$ cat config.mk
export PLATFORM = sky130hd
export DESIGN_NAME = pmp_csr_regs_flat
export DESIGN_NICKNAME = d
export VERILOG_FILES = /design/src/rtl/pmp_csr_regs_if.sv /design/src/rtl/pmp_csr_regs.sv /design/src/flat_wrapper.sv
export SDC_FILE = /design/constraint.sdc
export NUM_CORES = 1
export LEC_CHECK = 0
export ABC_AREA = 1
export CORE_MARGIN = 3
export CORE_UTILIZATION = 45
export CTS_BUF_LIST = sky130_fd_sc_hd__clkbuf_8
export DETAILED_ROUTE_END_ITERATION = 10
export DONT_BUFFER_PORTS = 1
export PLACE_DENSITY_LB_ADDON = 0.15
export SLEW_MARGIN = 20
export SYNTH_ARGS = -nofsm -noshare
export SYNTH_HDL_FRONTEND = slang
export SYNTH_SLANG_ARGS = --single-unit
$ cat constraint.sdc
create_clock -name clk_i -period 2.2 [get_ports clk_i]
set_input_delay 0.44 -clock clk_i [delete_from_list [all_inputs] [get_ports clk_i]]
set_output_delay 0.44 -clock clk_i [all_outputs]
set_load 0.1 [all_outputs]
$ cat src/rtl/pmp_csr_regs_if.sv
// CSR access bus between the core's CSR decode/write path and the PMP register file.
interface pmp_csr_regs_if;
    logic        csr_we_i;
    logic [11:0] csr_addr_i;
    logic [31:0] csr_wdata_i;
    logic [31:0] csr_rdata_o;
    logic        csr_hit_o;

    modport master (
        output csr_we_i,
        output csr_addr_i,
        output csr_wdata_i,
        input  csr_rdata_o,
        input  csr_hit_o
    );

    modport slave (
        input  csr_we_i,
        input  csr_addr_i,
        input  csr_wdata_i,
        output csr_rdata_o,
        output csr_hit_o
    );
endinterface

$ cat src/rtl/pmp_csr_regs.sv
// Machine-mode PMP CSR register file: pmpcfg/pmpaddr/mseccfg storage with WARL
// legalisation and lock rules, driving packed buses for the PMP access checker.
module pmp_csr_regs #(
    parameter int unsigned PMPGranularity = 0,
    parameter int unsigned PMPNumRegions  = 4
) (
    input  logic                          clk_i,
    input  logic                          rst_i,
    pmp_csr_regs_if.slave                 csr,
    output logic [PMPNumRegions*6-1:0]    pmp_cfg_o,
    output logic [PMPNumRegions*34-1:0]   pmp_addr_o,
    output logic [2:0]                    pmp_mseccfg_o
);

    localparam int G = int'(PMPGranularity);
    localparam int NR = int'(PMPNumRegions);

    localparam logic [1:0] A_OFF   = 2'b00;
    localparam logic [1:0] A_TOR   = 2'b01;
    localparam logic [1:0] A_NA4   = 2'b10;
    localparam logic [1:0] A_NAPOT = 2'b11;

    typedef struct packed {
        logic       l;
        logic [1:0] a;
        logic       x;
        logic       w;
        logic       r;
    } cfg_t;

    function automatic logic [31:0] low_ones(input int n);
        logic [31:0] m;
        m = '0;
        for (int b = 0; b < 32; b++) begin
            if (b < n) m[b] = 1'b1;
        end
        return m;
    endfunction

    // Bits below G-1 are not stored; NAPOT reads fill [G-2:0] with ones;
    // OFF/TOR reads clear [G-1:0]. All masks collapse to zero when G=0.
    localparam logic [31:0] ADDR_WMASK = ~low_ones(G - 1);
    localparam logic [31:0] NAPOT_ONES = low_ones(G - 1);
    localparam logic [31:0] TOR_CLR    = low_ones(G);

    // Takes {L, A[1:0], X, W, R}; reserved bits never reach storage.
    function automatic cfg_t legal_cfg(input logic [5:0] raw, input logic mml);
        cfg_t c;
        c = cfg_t'(raw);
        if (!mml && c.w && !c.r) c.w = 1'b0;
        if ((G >= 1) && (c.a == A_NA4)) c.a = A_OFF;
        return c;
    endfunction

    cfg_t        cfg_q  [NR];
    cfg_t        cfg_d  [NR];
    logic [31:0] addr_q [NR];
    logic [31:0] addr_d [NR];
    logic [31:0] addr_rd[NR];
    logic        mml_q, mmwp_q, rlb_q;
    logic        mml_d, mmwp_d, rlb_d;

    logic [NR-1:0] entry_locked;
    logic [NR-1:0] addr_locked;
    logic [NR:0]   tor_lock_above;
    logic          any_l;

    // Lock state derived from pre-write contents.
    always_comb begin
        tor_lock_above     = '0;
        entry_locked       = '0;
        addr_locked        = '0;
        any_l              = 1'b0;
        for (int i = 0; i < NR; i++) begin
            tor_lock_above[i] = cfg_q[i].l && (cfg_q[i].a == A_TOR);
            entry_locked[i]   = cfg_q[i].l && !rlb_q;
            any_l             = any_l | cfg_q[i].l;
        end
        for (int i = 0; i < NR; i++) begin
            addr_locked[i] = entry_locked[i] || (tor_lock_above[i+1] && !rlb_q);
        end
    end

    // Read view of pmpaddr, shaped by the region's address-matching mode.
    always_comb begin
        for (int i = 0; i < NR; i++) begin
            addr_rd[i] = addr_q[i];
            if (cfg_q[i].a == A_NAPOT) begin
                addr_rd[i] = addr_q[i] | NAPOT_ONES;
            end else if (!cfg_q[i].a[1]) begin
                addr_rd[i] = addr_q[i] & ~TOR_CLR;
            end
        end
    end

    // Next-state computation for a CSR write, legalised per byte / per field.
    always_comb begin
        logic [7:0] wbyte;
        cfg_t       wcfg;
        logic       drop;
        mml_d  = mml_q;
        mmwp_d = mmwp_q;
        rlb_d  = rlb_q;
        for (int i = 0; i < NR; i++) begin
            cfg_d[i]  = cfg_q[i];
            addr_d[i] = addr_q[i];
            wbyte     = csr.csr_wdata_i[8*(i%4) +: 8];
            wcfg      = legal_cfg({wbyte[7], wbyte[4:0]}, mml_q);
            drop      = mml_q && !rlb_q && wbyte[7] && wbyte[2];
            if (csr.csr_we_i && (csr.csr_addr_i == (12'h3A0 + 12'(i / 4)))
                    && !entry_locked[i] && !drop) begin
                cfg_d[i] = wcfg;
            end
            if (csr.csr_we_i && (csr.csr_addr_i == (12'h3B0 + 12'(i)))
                    && !addr_locked[i]) begin
                addr_d[i] = csr.csr_wdata_i & ADDR_WMASK;
            end
        end
        if (csr.csr_we_i && (csr.csr_addr_i == 12'h747)) begin
            mml_d  = mml_q  | csr.csr_wdata_i[0];
            mmwp_d = mmwp_q | csr.csr_wdata_i[1];
            if (rlb_q || !any_l) rlb_d = csr.csr_wdata_i[2];
        end
    end

    // State registers; reset wins over a coincident write.
    always_ff @(posedge clk_i) begin
        if (rst_i) begin
            for (int i = 0; i < NR; i++) begin
                cfg_q[i]  <= '0;
                addr_q[i] <= '0;
            end
            mml_q  <= 1'b0;
            mmwp_q <= 1'b0;
            rlb_q  <= 1'b0;
        end else begin
            for (int i = 0; i < NR; i++) begin
                cfg_q[i]  <= cfg_d[i];
                addr_q[i] <= addr_d[i];
            end
            mml_q  <= mml_d;
            mmwp_q <= mmwp_d;
            rlb_q  <= rlb_d;
        end
    end

    // Combinational CSR read and address decode; unimplemented regions hit but read 0.
    always_comb begin
        csr.csr_rdata_o = '0;
        csr.csr_hit_o   = 1'b0;
        if (csr.csr_addr_i[11:2] == 10'h0E8) begin
            csr.csr_hit_o = 1'b1;
            for (int i = 0; i < NR; i++) begin
                if (csr.csr_addr_i == (12'h3A0 + 12'(i / 4))) begin
                    csr.csr_rdata_o[8*(i%4) +: 8] = {cfg_q[i].l, 2'b00, cfg_q[i].a,
                                                     cfg_q[i].x, cfg_q[i].w, cfg_q[i].r};
                end
            end
        end else if (csr.csr_addr_i[11:4] == 8'h3B) begin
            csr.csr_hit_o = 1'b1;
            for (int i = 0; i < NR; i++) begin
                if (csr.csr_addr_i[3:0] == 4'(i)) csr.csr_rdata_o = addr_rd[i];
            end
        end else if (csr.csr_addr_i == 12'h747) begin
            csr.csr_hit_o   = 1'b1;
            csr.csr_rdata_o = {29'b0, rlb_q, mmwp_q, mml_q};
        end else if (csr.csr_addr_i == 12'h757) begin
            csr.csr_hit_o = 1'b1;
        end
    end

    // Checker-facing buses, region 0 in the most-significant slice.
    for (genvar gi = 0; gi < NR; gi++) begin : g_out
        assign pmp_cfg_o[(NR-1-gi)*6 +: 6]   = cfg_q[gi];
        assign pmp_addr_o[(NR-1-gi)*34 +: 34] = {addr_rd[gi], 2'b00};
    end

    assign pmp_mseccfg_o = {rlb_q, mmwp_q, mml_q};

endmodule

$ cat src/flat_wrapper.sv
// flat-port wrapper written by rule: the top's interface ports become plain ports
module pmp_csr_regs_flat 
#(
    parameter int unsigned PMPGranularity = 0,
    parameter int unsigned PMPNumRegions  = 4
)
  (clk_i, rst_i, pmp_cfg_o, pmp_addr_o, pmp_mseccfg_o, csr_csr_we_i, csr_csr_addr_i, csr_csr_wdata_i, csr_csr_rdata_o, csr_csr_hit_o);
  pmp_csr_regs_if csr_i ();
  input  logic clk_i;
  input  logic rst_i;
  output logic [PMPNumRegions*6-1:0] pmp_cfg_o;
  output logic [PMPNumRegions*34-1:0] pmp_addr_o;
  output logic [2:0] pmp_mseccfg_o;
  input wire logic [$bits(csr_i.csr_we_i)-1:0] csr_csr_we_i;
  input wire logic [$bits(csr_i.csr_addr_i)-1:0] csr_csr_addr_i;
  input wire logic [$bits(csr_i.csr_wdata_i)-1:0] csr_csr_wdata_i;
  output wire logic [$bits(csr_i.csr_rdata_o)-1:0] csr_csr_rdata_o;
  output wire logic [$bits(csr_i.csr_hit_o)-1:0] csr_csr_hit_o;
  assign csr_i.csr_we_i = csr_csr_we_i;
  assign csr_i.csr_addr_i = csr_csr_addr_i;
  assign csr_i.csr_wdata_i = csr_csr_wdata_i;
  assign csr_csr_rdata_o = csr_i.csr_rdata_o;
  assign csr_csr_hit_o = csr_i.csr_hit_o;
  pmp_csr_regs #(.PMPGranularity(PMPGranularity), .PMPNumRegions(PMPNumRegions)) u_core (.clk_i(clk_i), .rst_i(rst_i), .csr(csr_i), .pmp_cfg_o(pmp_cfg_o), .pmp_addr_o(pmp_addr_o), .pmp_mseccfg_o(pmp_mseccfg_o));
endmodule
==> flow_summary.json <==
{
  "setup_violations": 0,
  "intPower_mw": 3.80,
  "drc": 0,
  "die_w_um": 138,
  "crit_top_cell": "buf_12",
  "grt_max_degree": 60,
  "p_sw_share_pct": 28.3,
  "r2r_slack_ns": 0.58,
  "required_ns": 1.76,
  "core_area_um2": 16800,
  "fp-row-count": 47,
  "min_period_ns": 2.09,
  "synth.ff_latch_count": 155,
  "seq_area_frac_synth_pct": 39.5,
  "fp.dieH_um": 138,
  "hold_viol": 0,
  "n_fill_cell": 1521,
  "cts_tree": "built",
  "postCtsHoldBufs": 0,
  "synth_area_per_cell_um2": 6.39,
  "ios": 243,
  "start_util_pct": 46.7,
  "post_dp_cell_area_um2": 10600,
  "final_layout_size_suffix_gt1_share_pct": 28.6,
  "wl_per_cell_um": 18.6,
  "portBuffers": 0,
  "fin_skew_ns": 0.0205,
  "yosys_warnings": 0,
  "antenna_found_initial": 0,
  "critPathMaxStageDelay_ns": 0.29,
  "grt_overflow": 0,
  "fin_area_um2": 11000,
  "areaGrowthSynthToFinish_pct": 39.8,
  "comb_power_share_pct": 8.0,
  "regArea_um2": 3160,
  "crit_chain": "nor2_4, nand3_2, buf_12, or2_2, nand3_1, o21ai_4, buf_12",
  "ys_types": 32,
  "worstSetupStartpointType": "primary input",
  "max_freq_ghz": 0.478,
  "clock_latency_ns": 0.47,
  "crit_arrival_ns": 1.65,
  "switchingPower_mw": 1.50,
  "p_seq_share_pct": 52.8,
  "grt_pass1_vias": 8206,
  "path_buf_inv": 2,
  "multi_input_comb_area_um2": 4450,
  "vdd_drop_max_v": 0.000364,
  "htreeDepth": 4,
  "drv_cap": 0,
  "worst_pin_slew_ns": 0.493,
  "cts_buffers": 17,
  "vias": 8767,
  "gp_congestion": 0.968,
  "endpoint_kind": "output pin",
  "min_path_type": "primary input to register",
  "leakagePower_nw": 4.93,
  "final_antenna_net_count": 0,
  "hpwlAfterDp_um": 21400,
  "numClockSinks": 155,
  "drt_wl_total_um": 30600,
  "power.share.clock_pct": 39.2,
  "ctsRootBufferMaster": "clkbuf_8",
  "clk_pin_slew_worst_paths_ns": 0.10,
  "viasPerCell": 5.34,
  "nets": 1455,
  "status": "finished clean",
  "power_density_nw_per_um2": 483,
  "cp_slowest_cell": "or2_2",
  "dr.pass1.iters": 6,
  "track_usage_pct": 30.9,
  "critical-path-top-delay-family": "simple AND/OR/NAND/NOR gates",
  "min_period_over_period_pct": 95.1,
  "slew_headroom_pct": 66.9,
  "insertedDiodeCount": 0,
  "synth_cells": 1230,
  "cts_resized": 0,
  "dieArea_um2": 19100,
  "drt_iter0_drc": 599,
  "postCtsSetupRepairBufs": 0,
  "slew_violations": 0,
  "critPathKind": "primary input to output pin",
  "final_util_pct": 65.3,
  "clockBufferDepth": 2,
  "crit_fanout": 31,
  "syn_area_um2": 7860,
  "grt_pass1_wl_um": 46700,
  "rsz0062_at_grt": "false"
}
worst reg2reg max path: cells and delay by family, from the launching register on:
family	cells	cell delay, ns
simple gates	6	0.81
buf+inv	3	0.38
flops	1	0.32
registers in the layout (all words and copies together), names as in the netlist:
name	count
u_core.mml_q	1
u_core.rlb_q	1
u_core.addr_q	128
u_core.mmwp_q	1
u_core.cfg_q	24
cell families (layout without fill, tap and decap cells):
| family | Yosys count | count (layout) | synth area share [%] |
|---|---|---|---|
| other cells | 1 | 8 | 0.0477 |
| buf+inv | 155 | 339 | 9.43 |
| compound gates | 91 | 91 | 6.35 |
| simple gates | 828 | 828 | 44.7 |
| flops | 155 | 155 | 39.5 |
placed cells by master (no fill, tap or decap), drive strengths merged:
cell	Yosys	final
buf	64	235
bufinv	0	1
o21ai	55	55
nor2	387	387
clkbuf	19	17
clkinvlp	0	4
nand4	37	37
inv	71	73
or2	18	18
o221ai	8	8
nor3	7	7
clkinv	1	9
nand3	101	101
o31ai	1	1
conb	1	8
nand2	278	278
o211ai	3	3
a21oi	24	24
dfxtp	155	155
per-stage QoR:
| step | std cells | TNS [ns] | setup WS (ns) | power (mW) | hold slack [ns] |
|---|---|---|---|---|---|
| after floorplan | 1237 | -0.311 | -0.311 | 3.19 | 0.438 |
| after global placement | 1609 | 0 | 0.106 | 3.29 | 0.510 |
| after detailed placement | 1609 | 0 | 0.110 | 3.29 | 0.511 |
| after CTS | 1641 | 0 | 0.0915 | 5.31 | 0.00735 |
| after global routing | 1641 | 0 | 0.0438 | 5.47 | 0.00360 |
| final | 1641 | 0 | 0.108 | 5.30 | 0.0216 |
routing by layer:
layer / vias up / routed length [µm] / track usage, % / share of wire, %
li1: 4220 / - / - / -
met1: 4065 / 11900 / 38.6 / 39
met2: 436 / 14800 / 52.4 / 48
met3: 46 / 3370 / 8.91 / 11
met4: 0 / 471 / 8.48 / 1.5
met5: - / 0 / 0 / 0
final cells by class:
class | count | share of cell area, %
timing repair buffer | 235 | 22.4
clock buffer | 17 | 2.13
sequential | 155 | 28.8
inverter | 72 | 2.53
multi-input combinational | 927 | 40.5
clock inverter | 15 | 1.18
tap | 220 | 2.50
power groups by stage:
stage | clock network [mW] | logic, mW | registers [mW]
after global placement | 0 | 0.417 | 2.87
after global routing | 2.21 | 0.459 | 2.80
final | 2.08 | 0.425 | 2.80
after CTS | 2.08 | 0.420 | 2.80
after detailed placement | 0 | 0.419 | 2.87
after floorplan | 0 | 0.314 | 2.87
worst paths after layout:
check,endpoint,depth (start not counted),startpoint
setup / recovery,csr_csr_rdata_o[9],7,csr_csr_addr_i[3]
hold / removal,u_core.mmwp_q$_SDFFE_PP0P_,1,rst_i
setup reg to reg,u_core.addr_q[0][41]$_SDFFE_PP0P_,9,u_core.rlb_q$_SDFFE_PP0P_
hold reg to reg,u_core.cfg_q[0][23]$_SDFFE_PP0P_,2,u_core.cfg_q[0][23]$_SDFFE_PP0P_
cell usage after synthesis:
cell type / number / area share [%]
a21oi_1: 23 / 1.5
a21oi_2: 1 / 0.11
buf_1: 11 / 0.53
buf_2: 27 / 1.7
buf_4: 19 / 1.8
buf_6: 7 / 1.0
clkbuf_1: 19 / 0.91
clkinv_2: 1 / 0.064
conb_1: 1 / 0.048
dfxtp_1: 155 / 39
inv_1: 61 / 2.9
inv_2: 10 / 0.48
nand2_1: 272 / 13
nand2_2: 6 / 0.48
nand3_1: 100 / 6.4
nand3_2: 1 / 0.13
nand4_1: 36 / 2.9
nand4_2: 1 / 0.16
nor2_1: 375 / 18
nor2_2: 6 / 0.48
nor2_4: 4 / 0.57
nor2_8: 2 / 0.51
nor3_1: 4 / 0.25
nor3_2: 1 / 0.13
nor3_4: 2 / 0.41
o211ai_1: 3 / 0.29
o21ai_0: 15 / 0.96
o21ai_1: 40 / 2.5
o221ai_1: 8 / 0.89
o31ai_1: 1 / 0.096
or2_0: 6 / 0.48
or2_2: 12 / 0.96
(Power assumes the default switching activity.)
